<file path="config.mk">
export PLATFORM = sky130hd
export DESIGN_NAME = tdm_demux_flat
export DESIGN_NICKNAME = d
export VERILOG_FILES = /design/src/rtl/tdm_demux_if.sv /design/src/rtl/tdm_demux.sv /design/src/flat_wrapper.sv
export SDC_FILE = /design/constraint.sdc
export NUM_CORES = 1
export LEC_CHECK = 0
export ABC_AREA = 1
export CAP_MARGIN = 0
export CELL_PAD_IN_SITES_DETAIL_PLACEMENT = 0
export CELL_PAD_IN_SITES_GLOBAL_PLACEMENT = 1
export CORE_AREA = 4 4 41 43
export CTS_BUF_LIST = sky130_fd_sc_hd__clkbuf_2
export CTS_CLUSTER_SIZE = 8
export DETAILED_ROUTE_END_ITERATION = 7
export DIE_AREA = 0 0 45 47
export GPL_TIMING_DRIVEN = 0
export PLACE_DENSITY_LB_ADDON = 0.15
export SKIP_LAST_GASP = 1
export SLEW_MARGIN = 10
export SYNTH_ARGS = -nofsm -noshare
export SYNTH_HDL_FRONTEND = slang
export SYNTH_SLANG_ARGS = --single-unit
</file>
<file path="constraint.sdc">
create_clock -name clk -period 1.5 [get_ports clk]
set_input_delay 0.15 -clock clk [delete_from_list [all_inputs] [get_ports clk]]
set_output_delay 0.15 -clock clk [all_outputs]
set_load 0.01 [all_outputs]
</file>
<file path="src/rtl/tdm_demux_if.sv">
// Bus between a TDM word source and the tdm_demux receiver.
// Signal names carry the i_/o_ direction as seen from the demux (slave) side.
interface tdm_demux_if #(
   parameter int WIDTH = 1
);
   logic [WIDTH-1:0] i_din;
   logic             i_din_valid;
   logic             i_frame_sync;
   logic [WIDTH-1:0] o_a;
   logic [WIDTH-1:0] o_b;
   logic             o_a_valid;
   logic             o_b_valid;
   logic             o_frame_done;
   logic             o_sync_err;
   logic [7:0]       o_err_count;

   modport master (
      output i_din, i_din_valid, i_frame_sync,
      input  o_a, o_b, o_a_valid, o_b_valid, o_frame_done, o_sync_err, o_err_count
   );

   modport slave (
      input  i_din, i_din_valid, i_frame_sync,
      output o_a, o_b, o_a_valid, o_b_valid, o_frame_done, o_sync_err, o_err_count
   );
endinterface

</file>
<file path="src/rtl/tdm_demux.sv">
// Two-channel TDM demultiplexer: locks on frame_sync-marked A words, steers A/B words
// to registered outputs with strobes. Optional saturating error counter: TDM_DEMUX_ERRCNT_EN.
module tdm_demux #(
   parameter int WIDTH = 1
) (
   input  logic        clk,
   input  logic        rst,
   tdm_demux_if.slave  bus
);

   typedef enum logic [1:0] {
      HUNT  = 2'd0,
      EXP_B = 2'd1,
      EXP_A = 2'd2
   } state_t;

   state_t           r_state;
   state_t           w_state_nxt;
   logic [WIDTH-1:0] r_a;
   logic [WIDTH-1:0] r_b;
   logic [WIDTH-1:0] w_a_nxt;
   logic [WIDTH-1:0] w_b_nxt;
   logic             r_a_valid;
   logic             r_b_valid;
   logic             r_frame_done;
   logic             r_sync_err;
   logic             w_a_valid_nxt;
   logic             w_b_valid_nxt;
   logic             w_frame_done_nxt;
   logic             w_sync_err_nxt;

   always_comb begin
      // NOTE: every output of this block gets a default first, so no path can infer a latch.
      w_state_nxt      = r_state;
      w_a_nxt          = r_a;
      w_b_nxt          = r_b;
      w_a_valid_nxt    = 1'b0;
      w_b_valid_nxt    = 1'b0;
      w_frame_done_nxt = 1'b0;
      w_sync_err_nxt   = 1'b0;
      if (bus.i_din_valid) begin
         unique case (r_state)
            HUNT: begin
               if (bus.i_frame_sync) begin
                  w_a_nxt       = bus.i_din;
                  w_a_valid_nxt = 1'b1;
                  w_state_nxt   = EXP_B;
               end
            end
            EXP_B: begin
               if (bus.i_frame_sync) begin
                  // B slot skipped: resynchronise on this new A word.
                  w_sync_err_nxt = 1'b1;
                  w_a_nxt        = bus.i_din;
                  w_a_valid_nxt  = 1'b1;
               end else begin
                  w_b_nxt          = bus.i_din;
                  w_b_valid_nxt    = 1'b1;
                  w_frame_done_nxt = 1'b1;
                  w_state_nxt      = EXP_A;
               end
            end
            EXP_A: begin
               if (bus.i_frame_sync) begin
                  w_a_nxt       = bus.i_din;
                  w_a_valid_nxt = 1'b1;
                  w_state_nxt   = EXP_B;
               end else begin
                  w_sync_err_nxt = 1'b1;
                  w_state_nxt    = HUNT;
               end
            end
            default: w_state_nxt = HUNT;
         endcase
      end
   end

   always_ff @(posedge clk or posedge rst) begin
      if (rst) begin
         r_state      <= HUNT;
         r_a          <= '0;
         r_b          <= '0;
         r_a_valid    <= 1'b0;
         r_b_valid    <= 1'b0;
         r_frame_done <= 1'b0;
         r_sync_err   <= 1'b0;
      end else begin
         // NOTE: non-blocking assignments so every register samples pre-edge values.
         r_state      <= w_state_nxt;
         r_a          <= w_a_nxt;
         r_b          <= w_b_nxt;
         r_a_valid    <= w_a_valid_nxt;
         r_b_valid    <= w_b_valid_nxt;
         r_frame_done <= w_frame_done_nxt;
         r_sync_err   <= w_sync_err_nxt;
      end
   end

`ifdef TDM_DEMUX_ERRCNT_EN
   logic [7:0] r_err_count;

   // Counts on the same edge that raises sync_err, sticking at 255.
   always_ff @(posedge clk or posedge rst) begin
      if (rst) begin
         r_err_count <= 8'd0;
      end else if (w_sync_err_nxt && (r_err_count != 8'hFF)) begin
         r_err_count <= r_err_count + 8'd1;
      end
   end

   assign bus.o_err_count = r_err_count;
`else
   assign bus.o_err_count = 8'd0;
`endif

   assign bus.o_a          = r_a;
   assign bus.o_b          = r_b;
   assign bus.o_a_valid    = r_a_valid;
   assign bus.o_b_valid    = r_b_valid;
   assign bus.o_frame_done = r_frame_done;
   assign bus.o_sync_err   = r_sync_err;

endmodule

</file>
<file path="src/flat_wrapper.sv">
// flat-port wrapper written by rule: the top's interface ports become plain ports
module tdm_demux_flat 
#(
   parameter int WIDTH = 1
)
  (clk, rst, bus_i_din, bus_i_din_valid, bus_i_frame_sync, bus_o_a, bus_o_b, bus_o_a_valid, bus_o_b_valid, bus_o_frame_done, bus_o_sync_err, bus_o_err_count);
  tdm_demux_if #(.WIDTH(WIDTH)) bus_i ();
  input  logic clk;
  input  logic rst;
  input wire logic [$bits(bus_i.i_din)-1:0] bus_i_din;
  input wire logic [$bits(bus_i.i_din_valid)-1:0] bus_i_din_valid;
  input wire logic [$bits(bus_i.i_frame_sync)-1:0] bus_i_frame_sync;
  output wire logic [$bits(bus_i.o_a)-1:0] bus_o_a;
  output wire logic [$bits(bus_i.o_b)-1:0] bus_o_b;
  output wire logic [$bits(bus_i.o_a_valid)-1:0] bus_o_a_valid;
  output wire logic [$bits(bus_i.o_b_valid)-1:0] bus_o_b_valid;
  output wire logic [$bits(bus_i.o_frame_done)-1:0] bus_o_frame_done;
  output wire logic [$bits(bus_i.o_sync_err)-1:0] bus_o_sync_err;
  output wire logic [$bits(bus_i.o_err_count)-1:0] bus_o_err_count;
  assign bus_i.i_din = bus_i_din;
  assign bus_i.i_din_valid = bus_i_din_valid;
  assign bus_i.i_frame_sync = bus_i_frame_sync;
  assign bus_o_a = bus_i.o_a;
  assign bus_o_b = bus_i.o_b;
  assign bus_o_a_valid = bus_i.o_a_valid;
  assign bus_o_b_valid = bus_i.o_b_valid;
  assign bus_o_frame_done = bus_i.o_frame_done;
  assign bus_o_sync_err = bus_i.o_sync_err;
  assign bus_o_err_count = bus_i.o_err_count;
  tdm_demux #(.WIDTH(WIDTH)) u_core (.clk(clk), .rst(rst), .bus(bus_i));
endmodule
</file>
==> metrics.yaml <==
status:
  status: "finished clean"
finish:
  fin_nets: 66
  antenna_cells: 0
  syn2layout_area_growth_pct: 48.2
  mostFrequentLayoutCells: "clkdlybuf4s50_1, buf_4, nand2_1, conb_1, dfrtp_1"
  layout_commonest_cell: "clkdlybuf4s50_1"
  fillers: 138
  drive_above_1_share: 0.267
clocking:
  clk_latency_ns: 0.23
  cts_resized: 0
  hold_buffers: 0
  clk_pin_slew_worst_paths_ns: 0.07
  cts_tree: "built"
  root_buffer: "clkbuf_2"
  clock-sinks: 7
  htreeDepth: 1
  cts-buffers-inserted: 3
  cts_buffer_depth: 2
  post_cts_buffers: 0
logic_synthesis:
  synth_cell_types: 12
  ys_seq_area_frac: 0.511
  avgSynthCellArea_um2: 8.79
  synth.cell_area_um2: 343
  synth-seq-cells: 7
  synth_cells: 39
  synth_top_cells_by_area: "dfrtp_1, buf_4, nand2_1"
  synth_area_leader_cell: "dfrtp_1"
  yosys_warnings: 0
  yosys.area.top_type_share: 0.511
routing:
  antenna_left: 0
  met3_length_um: 66
  firstDrtPassIters: 2
  drtIter0Drc: 2
  top_layer: "met4"
  route.detailed.drc: 0
  post_drt_wl_per_cell_um: 7.77
  routed-wl-met2_um: 240
  wl_met1_um: 237
  via_per_inst: 3.76
  wl_um: 583
  vias: 282
sta:
  hold_viol_final: 0
  fin_crit_ns: 1.34
  rsz0062_at_grt: "no"
  max_freq_ghz: 0.746
  slew_violations: 0
  setup_tns_ns: 0
  skew_ns: 0.000716
  setup_violations: 0
  whs_ns: 0.148
  fin_crit_sh: 0.894
grt:
  grt_pass1_vias: 289
  overflow: 0
  grt_antenna_before_repair: 0
  grt_usage: 0.0771
  grt_pass1_wl_um: 1080
  grt_max_degree: 8
worst_hold_path:
  hold_path.class: "primary input to async pin"
setup_path:
  worstPathArrival_ns: 1.19
  critPathKind: "register to primary output"
  crit_required_ns: 1.35
  critical_path.endpoint_type: "primary output"
  crit_path_start_kind: "register"
  crit_path_max_fanout: 2
floorplan:
  die_y_um: 47
  design.core.area_mm2: 0.00130
  pin_count: 19
  die_area_mm2: 0.00212
  dieWidth_um: 45
  rows: 13
  initial_utilization: 0.263
power_and_ir_drop:
  p_leak_uw: 0.000293
  pwr_density_cell_mw_per_mm2: 930
  ir_worst_vdd_v: 0.000251
flow_run:
  drv_cap: 0
place:
  portBuffers: 10
  gp_congestion: 0.694
==> flip-flops by register name, indices dropped and copies added (netlist names) <==
signal and cells:
u_core.bus.o_a 1, u_core.r_state 2, u_core.bus.o_sync_err 1, u_core.bus.o_a_valid 1, u_core.bus.o_b_valid 1, u_core.bus.o_b 1
==> area by class of cell <==
| type | instances | area (um^2) | share of cell area |
|---|---|---|---|
| inverters | 5 | 18.8 | 0.0369 |
| well taps | 15 | 18.8 | 0.0369 |
| flip-flops and latches | 7 | 175 | 0.345 |
| repair buffers | 10 | 100 | 0.197 |
| clock buffers | 4 | 20.0 | 0.0394 |
| plain buffers | 9 | 67.6 | 0.133 |
| multi-input cells | 25 | 108 | 0.212 |
==> final timing paths <==
| path | startpoint | slack, ns | end | depth (start not counted) |
|---|---|---|---|---|
| min in group clk | u_core.bus.o_a$_DFFE_PP0P_ | 0.47 | u_core.bus.o_a$_DFFE_PP0P_ | 2 |
| max reg2reg | u_core.r_state[1]$_DFFE_PP0P_ | 0.57 | u_core.bus.o_b$_DFFE_PP0P_ | 4 |
| max in group asynchronous | rst | 1.15 | u_core.bus.o_a$_DFFE_PP0P_ | 2 |
| min reg2reg | u_core.bus.o_a$_DFFE_PP0P_ | 0.47 | u_core.bus.o_a$_DFFE_PP0P_ | 2 |
| min | rst | 0.15 | u_core.bus.o_sync_err$_DFF_PP0_ | 2 |
| max | u_core.bus.o_b_valid$_DFF_PP0_ | 0.16 | bus_o_frame_done | 2 |
==> where the power goes <==
group	internal, uW	leakage [uW]	total (uW)	switching, uW
Clock	70.9	0.0000166	138	66.8
Sequential	210	0.0000906	221	11.1
Combinational	63.0	0.000186	114	51.4
Total	343	0.000293	473	129
==> per-stage QoR <==
stage / setup slack (ns) / cell area [um^2] / power [uW] / util / cells
after CTS: 0.136 / 508 / 482 / 0.390 / 75
after floorplan: 0.653 / 369 / 285 / - / 46
after detailed placement: 0.295 / 488 / 339 / 0.375 / 71
final: 0.160 / 508 / 473 / 0.390 / 75
after global routing: 0.0955 / 508 / 506 / 0.390 / 75
after global placement: 0.279 / 488 / 339 / 0.375 / 71
==> critical path, cell delays in order (launching register included) <==
cell	delay (ns)
dfrtp_1	0.38
buf_4	0.12
clkdlybuf4s50_1	0.46
==> cell usage after synthesis <==
library cell  instances
dfrtp_1               7
nand2_2               1
inv_1                 4
nand4_1               1
nor2_1                1
nand2_1               8
nand3_1               4
inv_2                 1
buf_4                 9
nor2_2                1
o21ai_0               1
conb_1                1
==> per-layer routing <==
| layer | global-route usage | vias to the layer above |
|---|---|---|
| li1 | - | 142 |
| met4 | 0.123 | 0 |
| met1 | 0.0880 | 116 |
| met5 | 0 | - |
| met3 | 0.0153 | 4 |
| met2 | 0.0960 | 20 |
==> cell families after synthesis <==
logic type,share of synthesized area
buffers and inverters,0.252
AND/OR/NAND/NOR,0.212
other,0.0109
AO/OA/AOI/OAI,0.0146
flip-flops,0.511
Power figures use the tool's default switching activity.
